**src/rtl/async_fifo_pkg.sv**
```systemverilog
// Shared definitions for async_fifo, its read-side consumer and their benches.
package async_fifo_pkg;

  localparam int unsigned DSIZE_DEF = 8;
  localparam int unsigned ASIZE_DEF = 4;
  localparam int unsigned CNT_W_DEF = 16;

  // Words currently held in the reader's skid buffer.
  typedef enum logic [1:0] {
    OCC0 = 2'd0,
    OCC1 = 2'd1,
    OCC2 = 2'd2
  } rd_occ_e;

endpackage

```
**src/rtl/async_fifo_reader.sv**
```systemverilog
// Read-side consumer of async_fifo: a 2-entry skid buffer turns rempty/rinc/rdata into a
// valid/ready stream. Define ASYNC_FIFO_READER_CNT_EN to add the rd_cnt accepted-word counter.
module async_fifo_reader
  import async_fifo_pkg::*;
#(
  parameter int unsigned DSIZE = DSIZE_DEF
`ifdef ASYNC_FIFO_READER_CNT_EN
  ,
  parameter int unsigned CNT_W = CNT_W_DEF
`endif
) (
  input  logic             rclk,
  input  logic             rrst_n,
  input  logic             rempty,
  input  logic [DSIZE-1:0] rdata,
  output logic             rinc,
  input  logic             flush,
  output logic             m_valid,
  input  logic             m_ready,
  output logic [DSIZE-1:0] m_data
`ifdef ASYNC_FIFO_READER_CNT_EN
  ,
  output logic [CNT_W-1:0] rd_cnt
`endif
);

  rd_occ_e          occ_q;
  logic [DSIZE-1:0] head_q;
  logic [DSIZE-1:0] tail_q;
  logic             pop;
  logic             take;

  assign m_valid = (occ_q != OCC0);
  assign m_data  = head_q;

  // rinc only looks at registered state and FIFO/flush inputs, never at m_ready.
  always_comb begin
    rinc = !rempty && (occ_q != OCC2) && !flush && rrst_n;
    pop  = rinc;
    take = m_valid && m_ready;
  end

  always_ff @(posedge rclk or negedge rrst_n) begin
    if (!rrst_n) begin
      occ_q  <= OCC0;
      head_q <= '0;
      tail_q <= '0;
    end else if (flush) begin
      occ_q <= OCC0;
    end else begin
      unique case (occ_q)
        OCC0: begin
          if (pop) begin
            head_q <= rdata;
            occ_q  <= OCC1;
          end
        end
        OCC1: begin
          if (pop && take) begin
            head_q <= rdata;
          end else if (pop) begin
            tail_q <= rdata;
            occ_q  <= OCC2;
          end else if (take) begin
            occ_q <= OCC0;
          end
        end
        OCC2: begin
          if (take) begin
            head_q <= tail_q;
            occ_q  <= OCC1;
          end
        end
        default: occ_q <= OCC0;
      endcase
    end
  end

`ifdef ASYNC_FIFO_READER_CNT_EN
  logic [CNT_W-1:0] cnt_q;

  // Takes in a flush cycle still count; only reset clears the counter.
  always_ff @(posedge rclk or negedge rrst_n) begin
    if (!rrst_n) begin
      cnt_q <= '0;
    end else if (take) begin
      cnt_q <= cnt_q + CNT_W'(1);
    end
  end

  assign rd_cnt = cnt_q;
`endif

  a_occ_legal: assert property (@(posedge rclk) disable iff (!rrst_n)
    occ_q inside {OCC0, OCC1, OCC2});

  a_data_stable: assert property (@(posedge rclk) disable iff (!rrst_n)
    (m_valid && !m_ready && !flush) |=> $stable(m_data));

  a_no_pop_when_full: assert property (@(posedge rclk) disable iff (!rrst_n)
    (occ_q == OCC2) |-> !rinc);

endmodule

```
**config.mk**
```make
export PLATFORM = sky130hd
export DESIGN_NAME = async_fifo_reader
export DESIGN_NICKNAME = d
export VERILOG_FILES = /design/src/rtl/async_fifo_pkg.sv /design/src/rtl/async_fifo_reader.sv
export SDC_FILE = /design/constraint.sdc
export NUM_CORES = 1
export LEC_CHECK = 0
export BUFFER_PORTS_ARGS = -buffer_cell sky130_fd_sc_hd__buf_2
export CAP_MARGIN = 20
export CORE_MARGIN = 1
export CORE_UTILIZATION = 53
export CTS_CLUSTER_SIZE = 24
export DETAILED_ROUTE_END_ITERATION = 6
export MAX_ROUTING_LAYER = met4
export PLACE_DENSITY = 0.88
export SYNTH_ARGS = -nofsm -noshare
export SYNTH_HDL_FRONTEND = slang
export SYNTH_SLANG_ARGS = --single-unit
```
**constraint.sdc**
```tcl
create_clock -name rclk -period 3.6 [get_ports rclk]
set_clock_uncertainty 0.1 [all_clocks]
set_input_delay 0.72 -clock rclk [delete_from_list [all_inputs] [get_ports rclk]]
set_output_delay 0.72 -clock rclk [all_outputs]
set_load 0.03 [all_outputs]
```
== Word level (Yosys, flattened, before mapping) ==
Index checks and enable logic that the tools add are counted.

* Register bits: 18
* Output and inout port bits: 10

* Equal/unequal tests: 10
* Mux-type cells: 11
* Bitwise logic cells: 2
* Reduce and logical (&&, ||, !) cells: 13

{| class="wikitable"
|+ Operators by type and width
! operator !! count
|-
| $mux 8 || 3
|-
| $pmux 8 s3 || 1
|-
| $mux 2 || 6
|-
| $ne 3x3->1 const B || 3
|-
| $ne 2x2->1 const B || 4
|-
| $reduce_and 4->1 || 2
|-
| $pmux 2 s3 || 1
|-
| $logic_and 1x1->1 || 5
|-
| $reduce_and 5->1 || 1
|-
| $ne 4x4->1 const B || 1
|-
| $reduce_bool 3->1 || 1
|-
| $eq 2x1->1 const B || 1
|-
| $eq 2x2->1 const B || 1
|-
| $logic_not 1->1 || 2
|-
| $logic_not 2->1 || 1
|-
| $not 1->1 || 2
|-
| $reduce_bool 2->1 || 1
|}

== Logic depth before layout (Yosys ltp) ==
* Depth after elaboration: 8
* Mapped depth: 5
* Gate-level depth less buffers: 4

== Least setup slack after synthesis ==
Ideal clock, no wire load.

* Path type: input port to output port
* Start: input rempty
* End: output rinc
* Arrival time: 1.568 ns
* Required time: 2.780 ns
* Slack: 1.212 ns
* Stages: 2
* Buffers on the path: 0
* Path through: nand2b_1 > nor3_1

* Word-level cells in the longest chain between the ends: 4

{| class="wikitable"
|+ RTL lines
! element !! RTL line !! text
|-
| from (decl) || async_fifo_reader.sv:14 || <nowiki>input logic rempty,</nowiki>
|-
| $logic_not 1->1 || async_fifo_reader.sv:38 || <nowiki>rinc = !rempty && (occ_q != OCC2) && !flush && rrst_n;</nowiki>
|-
| $logic_and 1x1->1 (3 in a row) || async_fifo_reader.sv:38 ||
|-
| to (decl) || async_fifo_reader.sv:16 || <nowiki>output logic rinc,</nowiki>
|}

No other way between the ends.

== Final worst setup path ==
* Start: input rrst_n
* End: output rinc

* Word-level cells in the longest chain between the ends: 1

{| class="wikitable"
|+ RTL lines
! element !! RTL line !! text
|-
| from (decl) || async_fifo_reader.sv:13 || <nowiki>input logic rrst_n,</nowiki>
|-
| $logic_and 1x1->1 || async_fifo_reader.sv:38 ||
|}

No other way between the ends.

==> metrics.md <==
| Metric | Value |
|---|---|
| Area Overhead vs Synth | 19.10% |
| All-layer global routing usage | 0.2008 |
| Slew margin rel. | 0.6047 |
| Reg2reg start | occ_q[1] |
| DP Cell Count | 106 |
| Post-DP HPWL | 1088 um |
| Worst-path clk slew | 0.10 ns |
| Crit share post-route | 0.6897 |
| Peak VDD IR | 300.1 uV |
| CP max-delay cell | buf_2 |
| FMAX | 0.4028 GHz |
| Global route overflow | 0 |
| Asr flop ratio synth | 1.000 |
| Max Root-Sink Buffers | 2 |
| Switching fraction of total power | 0.3050 |
| Num rows | 13 |
| Most Frequent Cell on Critical Path | buf_2 |
| Commonest non-fill, non-tap cell in the layout | buf_2 |
| Clock root cell | clkbuf_4 |
| Post-synth EDFFs | 0 |
| RSZ-0062 raised after global routing | false |
| Worst slew pin tran | 0.5929 ns |
| Final nets | 109 |
| Slew Limit Fails | 0 |
| Register area share after synthesis | 0.5373 |
| CP max FO | 20 |
| Via Count | 605 |
| Reg-to-reg critical path endpoint | tail_q[1] |
| WL final | 1449 um |
| First-pass GRT wire length | around 2600 um |
| Post-Syn Area per Cell | 11.98 sq um |
| Mapped cell area | about 840 sq um |
| Crit path kind | in -> out |
| PortBufs | 22 |
| Pin count of the biggest net entering global routing | 21 |
| DR vias/cell | ~5.5 |
| Seq pwr share | 0.517 |
| CTS Buf Count | 3 |
| Core area | ~1400 sq um |
| Die width | about 42 um |
| Layout Cells excl Fill | 110 |
| Switch Pwr | 0.0001507 W |
| Crit-path max cell delay | roughly 0.36 ns |
| Final Hold Viols | 0 |
| DRC viols | 0 |
| Reg2Reg Depth | 3 |
| Max-capacitance violation count | 0 |
| Crit end category | output port |
| Final setup violation count | 0 |
| Power per cell area | 494.9 nW/um^2 |
| Met3 usage | 0.04348 |
| Final Critical Period | 2.483 ns |
| Top Ports | 23 |
| Total negative slack | 0 ns |
| Post-CTS sizing | 0 |
| Clk_lat worst skew | 0.29 ns |
| Yosys reg bits | 18 |
| Clk sinks | 18 |
| Initial antenna violation count | 0 |
| Vias in the first global route | 627 |
| CTS tree | built |
| Ant diodes | 0 |
| Pre-antenna DRT Iters | 2 |
| Crit path required time | approximately 2.8 ns |
| Antenna-violating nets left | 0 |
| Status | completed |
| Initial Util | 0.6063 |
| Post-Syn Nets | 83 |
| Most frequent cells in the layout | buf_2, dfrtp_1, mux2i_1, nand2_1, mux2_2 |
| Hold crit path type | in -> async |
| CP Launch Type | input pin |
| Syn. warnings | 0 |
| H-tree levels | 1 |
| Met1 usage | 0.2279 |
| Drt wl/cell | 13.17 um |
| Clock power frac | 0.248 |
| Worst path cell trace | buf_2 > nand2b_1 > nor3_1 > buf_2 |
| CP arrival | approximately 1.7 ns |
| Postcts setup bufs | 0 |
| Die Footprint | between 1500 and 2000 sq um |
| Comb power frac | 0.234 |
| Layout cells sized above 1 | 0.4105 |
| Primary FF master, synth | dfrtp_1 |
| GRT Max-Usage Layer | met2 |
| M2 GR Usage | 0.3531 |
| Leakage power figure | 0.4861 nW |
| Iter 0 DRT Violations | 6 |
| Distinct cells, synth | 20 |
| R2r setup slk | 2.03 ns |
| Routability cong. | 0.7550 |
| Height of the die | 41.77 um |
| Hold Buf Count CTS | 0 |
| Pint | ~0.00034 W |
| Gate Count Post-Synth | 70 |
-- layout make-up --
class | count | area [sq um]
Multi-Input combinational cell | 50 | 375.4
Tap cell | 15 | 18.77
Timing Repair Buffer | 23 | 117.6
Fill cell | 108 | 384.1
Sequential cell | 18 | 450.4
Clock buffer | 4 | 36.28
-- power by group through the flow --
stage               registers (W)  clock network [W]  logic [W]
floorplan                0.000292                  0  0.0000439
global placement         0.000257                  0   0.000114
detailed placement       0.000260                  0   0.000117
CTS                      0.000256           0.000126   0.000118
global route             0.000261           0.000136   0.000125
finish                   0.000256           0.000123   0.000116
-- registers in the layout (all words and copies together) (netlist names) --
signal and cells:
tail_q 8, m_data 8, occ_q 2
-- logic make-up (layout without fill, tap and decap cells) --
logic type | after synthesis | after routing | share of synthesized area
multiplexers | 17 | 17 | 0.2149
AND/OR/NAND/NOR | 22 | 22 | 0.1552
flip-flops | 18 | 18 | 0.5373
AO/OA/AOI/OAI | 11 | 11 | 0.07762
buffers and inverters | 2 | 27 | 0.01492
-- critical path, delay by kind of cell --
family | cells | cell delay (ns)
buffers and inverters | 2 | 0.58
and+or+nand+nor | 2 | 0.35
-- metrics by stage --
| stage | total power (W) | hold WS, ns | utilization | instance area (sq um) | worst slack (ns) |
|---|---|---|---|---|---|
| 2_1_floorplan | 0.0003355 | 0.3244 | - | 838.3 | 1.212 |
| 3_3_place_gp | 0.0003710 | 0.3582 | 0.6959 | 962.2 | 1.133 |
| 3_5_place_dp | 0.0003777 | 0.3700 | 0.6959 | 962.2 | 1.097 |
| 4_1_cts | 0.0004994 | 0.2631 | 0.7222 | 998.5 | 1.088 |
| 5_1_grt | 0.0005221 | 0.2737 | 0.7222 | 998.5 | 0.9657 |
| 6_report | 0.0004941 | 0.2527 | 0.7222 | 998.5 | 1.117 |
-- worst max path at each step --
stage | startpoint | to | cells past startpoint
floorplan | rempty | rinc | 2
CTS | rrst_n | rinc | 4
global placement | rrst_n | rinc | 4
detailed placement | rrst_n | rinc | 4
finish | rrst_n | rinc | 4
global route | rrst_n | rinc | 4
-- routing by layer --
metal  up-vias  wire length (um)
li1        299                 -
met2        16               760
met1       288               612
met5         -                 0
met3         2                62
met4         0                13
-- cell usage after synthesis, types with 2 or more instances --
| master | number | area [sq um] |
|---|---|---|
| o21ai_1 | 2 | 10.01 |
| nand2_1 | 9 | 33.78 |
| o21ai_0 | 6 | 30.03 |
| nor3_1 | 2 | 10.01 |
| dfrtp_1 | 18 | 450.4 |
| mux2_2 | 8 | 90.09 |
| nor2_1 | 2 | 7.510 |
| nand2b_1 | 2 | 12.51 |
| nor2b_1 | 2 | 12.51 |
| mux2i_1 | 9 | 90.09 |
(Power assumes the default switching activity.)
